[src/rtl/fc_pkg.sv]
// Shared constants and types for the fc_argmax classification stage.
package fc_pkg;

  localparam int NUM_CLASS  = 10;
  localparam int PROB_WIDTH = 113;
  localparam int IDX_WIDTH  = 4;

  typedef logic signed [PROB_WIDTH-1:0] prob_t;
  typedef logic [IDX_WIDTH-1:0]         idx_t;

  typedef enum logic [1:0] {
    IDLE = 2'd0,
    SCAN = 2'd1,
    DONE = 2'd2
  } scanState_t;

  localparam prob_t PROB_MOST_NEG = {1'b1, {(PROB_WIDTH-1){1'b0}}};

endpackage

[src/rtl/fc_argmax_if.sv]
// Score-in / result-out bundle between the FC layer, fc_argmax and the display/UART path.
interface fc_argmax_if;
  import fc_pkg::*;

  logic                i_fcDone;
  prob_t               i_prob [NUM_CLASS];
  idx_t                o_classIdx;
  prob_t               o_classScore;
  logic [PROB_WIDTH:0] o_classMargin;
  logic                o_classValid;
  logic                o_busy;
  logic                o_overrun;

  modport master (
    output i_fcDone, i_prob,
    input  o_classIdx, o_classScore, o_classMargin, o_classValid, o_busy, o_overrun
  );

  modport slave (
    input  i_fcDone, i_prob,
    output o_classIdx, o_classScore, o_classMargin, o_classValid, o_busy, o_overrun
  );

endinterface

[src/rtl/argmax_cmp_stage.sv]
// One signed compare step of the argmax scan; strictly-greater replace keeps the lower index on ties.
// Runner-up tracking is present only when ARGMAX_MARGIN_EN is defined.
module argmax_cmp_stage
  import fc_pkg::*;
(
  input  prob_t i_cand,
  input  idx_t  i_candIdx,
  input  prob_t i_best,
  input  idx_t  i_bestIdx,
`ifdef ARGMAX_MARGIN_EN
  input  prob_t i_second,
  output prob_t o_nextSecond,
`endif
  output prob_t o_nextBest,
  output idx_t  o_nextBestIdx
);

  always_comb begin
    o_nextBest    = i_best;
    o_nextBestIdx = i_bestIdx;
`ifdef ARGMAX_MARGIN_EN
    o_nextSecond  = i_second;
`endif
    if (i_cand > i_best) begin
`ifdef ARGMAX_MARGIN_EN
      o_nextSecond  = i_best;
`endif
      o_nextBest    = i_cand;
      o_nextBestIdx = i_candIdx;
    end
`ifdef ARGMAX_MARGIN_EN
    else if (i_cand > i_second) begin
      o_nextSecond = i_cand;
    end
`endif
  end

endmodule

[src/rtl/fc_argmax.sv]
// Sequential argmax over the ten FC class scores, one compare per cycle, with a one-cycle result pulse.
// Define ARGMAX_MARGIN_EN to report best-minus-runner-up on o_classMargin; otherwise it reads 0.
module fc_argmax
  import fc_pkg::*;
(
  input logic        clk,
  input logic        rst,
  fc_argmax_if.slave bus
);

  scanState_t r_state;
  scanState_t w_nextState;
  logic       r_fcDoneQ;
  logic       w_start;

  prob_t r_array [NUM_CLASS];
  prob_t r_best;
  idx_t  r_bestIdx;
  idx_t  r_cnt;
  prob_t w_nextBest;
  idx_t  w_nextBestIdx;

  idx_t  r_classIdx;
  prob_t r_classScore;
  logic  r_classValid;
  logic  r_busy;
  logic  r_overrun;

  assign w_start = bus.i_fcDone & ~r_fcDoneQ;

`ifdef ARGMAX_MARGIN_EN
  prob_t               r_second;
  prob_t               w_nextSecond;
  logic [PROB_WIDTH:0] r_classMargin;

  argmax_cmp_stage u_cmp (
    .i_cand        (r_array[r_cnt]),
    .i_candIdx     (r_cnt),
    .i_best        (r_best),
    .i_bestIdx     (r_bestIdx),
    .i_second      (r_second),
    .o_nextSecond  (w_nextSecond),
    .o_nextBest    (w_nextBest),
    .o_nextBestIdx (w_nextBestIdx)
  );

  assign bus.o_classMargin = r_classMargin;
`else
  argmax_cmp_stage u_cmp (
    .i_cand        (r_array[r_cnt]),
    .i_candIdx     (r_cnt),
    .i_best        (r_best),
    .i_bestIdx     (r_bestIdx),
    .o_nextBest    (w_nextBest),
    .o_nextBestIdx (w_nextBestIdx)
  );

  assign bus.o_classMargin = '0;
`endif

  always_ff @(posedge clk or posedge rst) begin
    if (rst) r_state <= IDLE;
    else     r_state <= w_nextState;
  end

  always_comb begin
    w_nextState = r_state;
    case (r_state)
      IDLE:    if (w_start) w_nextState = SCAN;
      SCAN:    if (r_cnt == IDX_WIDTH'(NUM_CLASS-1)) w_nextState = DONE;
      DONE:    w_nextState = IDLE;
      default: w_nextState = IDLE;
    endcase
  end

  // A start edge seen in SCAN or DONE is dropped but flagged; only IDLE accepts a capture.
  always_ff @(posedge clk or posedge rst) begin
    if (rst) begin
      r_fcDoneQ    <= 1'b0;
      for (int k = 0; k < NUM_CLASS; k++) r_array[k] <= '0;
      r_best       <= '0;
      r_bestIdx    <= '0;
      r_cnt        <= '0;
      r_classIdx   <= '0;
      r_classScore <= '0;
      r_classValid <= 1'b0;
      r_busy       <= 1'b0;
      r_overrun    <= 1'b0;
`ifdef ARGMAX_MARGIN_EN
      r_second      <= PROB_MOST_NEG;
      r_classMargin <= '0;
`endif
    end else begin
      r_fcDoneQ    <= bus.i_fcDone;
      r_classValid <= 1'b0;
      if (w_start && (r_state != IDLE)) r_overrun <= 1'b1;
      case (r_state)
        IDLE: begin
          if (w_start) begin
            r_array   <= bus.i_prob;
            r_best    <= bus.i_prob[0];
            r_bestIdx <= '0;
            r_cnt     <= IDX_WIDTH'(1);
            r_busy    <= 1'b1;
`ifdef ARGMAX_MARGIN_EN
            r_second  <= PROB_MOST_NEG;
`endif
          end
        end
        SCAN: begin
          r_best    <= w_nextBest;
          r_bestIdx <= w_nextBestIdx;
          r_cnt     <= r_cnt + 1'b1;
`ifdef ARGMAX_MARGIN_EN
          r_second  <= w_nextSecond;
`endif
        end
        DONE: begin
          r_classIdx   <= r_bestIdx;
          r_classScore <= r_best;
          r_classValid <= 1'b1;
          r_busy       <= 1'b0;
`ifdef ARGMAX_MARGIN_EN
          r_classMargin <= {r_best[PROB_WIDTH-1], r_best} - {r_second[PROB_WIDTH-1], r_second};
`endif
        end
        default: ;
      endcase
    end
  end

  assign bus.o_classIdx   = r_classIdx;
  assign bus.o_classScore = r_classScore;
  assign bus.o_classValid = r_classValid;
  assign bus.o_busy       = r_busy;
  assign bus.o_overrun    = r_overrun;

endmodule

[src/flat_wrapper.sv]
// flat-port wrapper written by rule: the top's interface ports become plain ports
module fc_argmax_flat import fc_pkg::*;
  (clk, rst, bus_i_fcDone, bus_i_prob, bus_o_classIdx, bus_o_classScore, bus_o_classMargin, bus_o_classValid, bus_o_busy, bus_o_overrun);
  fc_argmax_if bus_i ();
  input logic clk;
  input logic rst;
  input wire logic [$bits(bus_i.i_fcDone)-1:0] bus_i_fcDone;
  input wire logic [$bits(bus_i.i_prob)-1:0] bus_i_prob;
  output wire logic [$bits(bus_i.o_classIdx)-1:0] bus_o_classIdx;
  output wire logic [$bits(bus_i.o_classScore)-1:0] bus_o_classScore;
  output wire logic [$bits(bus_i.o_classMargin)-1:0] bus_o_classMargin;
  output wire logic [$bits(bus_i.o_classValid)-1:0] bus_o_classValid;
  output wire logic [$bits(bus_i.o_busy)-1:0] bus_o_busy;
  output wire logic [$bits(bus_i.o_overrun)-1:0] bus_o_overrun;
  assign bus_i.i_fcDone = bus_i_fcDone;
  assign bus_i.i_prob = {>>{bus_i_prob}};
  assign bus_o_classIdx = bus_i.o_classIdx;
  assign bus_o_classScore = bus_i.o_classScore;
  assign bus_o_classMargin = bus_i.o_classMargin;
  assign bus_o_classValid = bus_i.o_classValid;
  assign bus_o_busy = bus_i.o_busy;
  assign bus_o_overrun = bus_i.o_overrun;
  fc_argmax u_core (.clk(clk), .rst(rst), .bus(bus_i));
endmodule
[config.mk]
export PLATFORM = sky130hd
export DESIGN_NAME = fc_argmax_flat
export DESIGN_NICKNAME = d
export VERILOG_FILES = /design/src/rtl/fc_pkg.sv /design/src/rtl/fc_argmax_if.sv /design/src/rtl/argmax_cmp_stage.sv /design/src/rtl/fc_argmax.sv /design/src/flat_wrapper.sv
export SDC_FILE = /design/constraint.sdc
export NUM_CORES = 2
export LEC_CHECK = 0
export ABC_CLOCK_PERIOD_IN_PS = 58000
export CAP_MARGIN = 0
export CORE_AREA = 2 2 530 532
export DETAILED_ROUTE_END_ITERATION = 7
export DIE_AREA = 0 0 532 534
export SLEW_MARGIN = 30
export SYNTH_ARGS = -nofsm -noshare
export SYNTH_HDL_FRONTEND = slang
export SYNTH_SLANG_ARGS = --single-unit
[constraint.sdc]
create_clock -name clk -period 58 [get_ports clk]
set_input_delay 5.8 -clock clk [delete_from_list [all_inputs] [get_ports clk]]
set_output_delay 5.8 -clock clk [all_outputs]
set_load 0.05 [all_outputs]
==> results.toml <==
[finish]
fin_nets = 9126
seqCellArea_mm2 = 0.0344
nFillCells = 28736
design_area_mm2 = 0.0860
multi_input_area_mm2 = 0.0273
drive_gt1_share_pct = 8.85
syn_to_final_growth_pct = 34.1
final_common_cell = "nand2_1"
mostFrequentLayoutCells = "nand2_1 (3,339), dfrtp_1 (1,371), clkdlybuf4s50_1 (1,252)"

[global_route]
antenna_found_initial = 142
grt_pass1_vias = 54727
grt_max_degree = 219
grt_usage_pct = 19.3
grt_overflow = 0
grt_first_pass_wirelength_mm = 401

[floorplan]
core_mm2 = 0.278
die_h_um = 534
die_x_um = 532
io_pins = 1367
num_rows = 194
die-area_mm2 = 0.284
start_util_pct = 23.1

[setup_path]
ff2ff_path_depth = 16
timing.rr.end = "u_core.r_best[44]"
crit_path_start_kind = "primary input"
worst-path-max-fanout = 139
ff2ff_setup_slack_ns = 49.38
cp.required_ns = 58.84
crit_type = "in2async"
arrival_ns = 11.64
reg2reg_from = "u_core.r_cnt[1]"
end_kind = "async pin"

[logic_synthesis]
synth.cell_area_mm2 = 0.0642
synth_cell_type_count = 43
yosys_warnings = 0
synth_cells = 6803
ys_seq_elements = 1374
ys_seq_area_share_pct = 53.6
avgSynthCellArea_um2 = 9.43

[sta]
hold_slack_ns = 0.442
fmax_ghz = 0.0926
setup_tns_ns = 0
fin_ws_ns = 47.20
finalSetupViolations = 0
period_share_pct = 18.6
finalCriticalPeriod_ns = 10.80
rsz0062_at_grt = "false"
worst_pin_slew_ns = 1.19
hold_viol_final = 0
slew_headroom_pct = 20.2
skew_ns = 0.0634
slew_viol_final = 0

[power_and_ir_drop]
leakagePower_uw = 0.0411
power_density_mw_per_mm2 = 59.4
finalPower_uw = 5110
max-vdd-ir-drop_mv = 0.0668

[routing]
wl_per_cell_um = 23.8
viasPerCell = 4.53
wl_mm = 281
first_pass_iters = 5
drt_iter0_markers = 4196
ant_nets = 0
vias = 53360
drc = 0

[placement]
place_ws_ns = 46.29
placed_cell_area_mm2 = 0.0801
gp_congestion = 0.895
dp_hpwl_mm = 214
placement.io_buffers = 1252

[clock_tree]
post_cts_resized = 0
cts_buffers = 169
holdBufCountCts = 0
cts_tree = "yes"
cts.sinks = 1374
clk_pin_slew_ns = 0.06
htreeDepth = 4
root_buffer = "clkbuf_16"
post-cts-setup-buffer-count = 0
clk_latency_ns = 0.85
clockBufferDepth = 4

[worst_hold_path]
min_to = "u_core.bus.o_classIdx[0]"
min_path_cells = 2
min_from = "u_core.r_bestIdx[0]"
hp-class = "reg2reg"

[run]
drv_cap = 0

[run_status]
outcome = "complete, no violations"
-- worst max-delay path: stages --
cell and delay [ns]:
clkdlybuf4s50_1 0.49, inv_8 0.57, buf_12 0.60, buf_12 0.49, buf_4 0.74, buf_4 0.66, buf_4 0.70, buf_4 0.80
-- power by group --
group / internal, uW / switching [uW]
registers: 1400 / 273
logic: 939 / 1390
clock network: 662 / 444
-- final cells by class --
| class | instances | area share (%) |
|---|---|---|
| inverters | 124 | 0.564 |
| clock buffers | 229 | 5.58 |
| well taps | 3724 | 5.42 |
| clock inverters | 66 | 1.08 |
| repair buffers | 1333 | 15.5 |
| multi-input cells | 4876 | 31.7 |
| flip-flops and latches | 1374 | 40.0 |
| diodes | 64 | 0.186 |
-- sequential cells by signal, indices dropped and copies added (netlist names) --
signal	flops
u_core.bus.o_busy	1
u_core.bus.o_classIdx	4
u_core.bus.o_classScore	113
u_core.bus.o_classValid	1
u_core.bus.o_overrun	1
u_core.r_array	1130
u_core.r_best	113
u_core.r_bestIdx	4
u_core.r_cnt	4
u_core.r_fcDoneQ	1
u_core.r_state	2
-- worst max-delay path by stage --
stage	startpoint	end	slack, ns	cells after the start
after floorplan	rst	u_core.bus.o_busy	13.46	1
after global placement	bus_i_fcDone	u_core.r_array[565]	46.36	10
after detailed placement	rst	u_core.r_array[1107]	46.29	8
after CTS	rst	u_core.r_array[1000]	47.18	8
after global routing	rst	u_core.r_array[312]	46.52	8
final	rst	u_core.r_array[312]	47.20	8
-- metal layers --
| layer | routed length [um] | vias up | track usage [%] |
|---|---|---|---|
| met1 | 119000 | 26569 | 25.3 |
| met4 | 9410 | 60 | 7.14 |
| met2 | 128000 | 2101 | 29.9 |
| met5 | 375 | - | 0 |
| met3 | 24200 | 425 | 5.68 |
| li1 | - | 24205 | - |
-- kinds of logic (layout without fill, tap and decap cells) --
| logic type | after synthesis | count (layout) | share of synthesized area, % |
|---|---|---|---|
| simple gates | 3527 | 3527 | 20.9 |
| flops | 1374 | 1374 | 53.6 |
| buf+inv | 666 | 1752 | 4.71 |
| mux | 568 | 568 | 13.5 |
| compound gates | 552 | 552 | 5.09 |
| fa+ha+maj | 115 | 115 | 2.24 |
| other cells | 1 | 178 | 0.00584 |
-- synth_stat cells --
master,n,area [um2]
a2111oi_0,1,8.76
a211oi_1,8,60.1
a21o_1,2,15.0
a21oi_1,167,836
a21oi_2,1,8.76
a221o_1,1,10.0
a221oi_1,116,1020
a22o_1,1,8.76
a22oi_1,1,7.51
and2_0,1,6.26
and4_1,3,26.3
buf_1,41,154
buf_2,17,85.1
buf_4,118,886
buf_6,8,90.1
clkbuf_1,358,1340
clkinv_1,1,3.75
conb_1,1,3.75
dfrtp_1,1374,34400
ha_1,115,1440
inv_1,123,462
mux2_1,1,11.3
mux2_2,113,1270
mux2i_1,228,2280
mux4_2,226,5090
nand2_1,3339,12500
nand2b_1,5,31.3
nand3_1,11,55.1
nand4_1,25,156
nor2_1,124,465
nor2b_1,2,12.5
nor3_1,8,40.0
nor4_1,5,31.3
nor4_2,1,12.5
nor4_4,1,21.3
o211ai_1,1,7.51
o21ai_0,248,1240
o21bai_1,2,15.0
o311a_1,1,10.0
o31ai_1,1,7.51
o31ai_2,1,12.5
or2_2,1,6.26
or3b_1,1,8.76
-- per-stage QoR --
stage | std cells | utilization (%)
6_report | 11790 | 30.9
5_1_grt | 11761 | 30.9
4_1_cts | 11724 | 30.8
3_5_place_dp | 11429 | 28.8
3_3_place_gp | 11427 | 28.7
2_1_floorplan | 6916 | -
(Power assumes the default switching activity.)
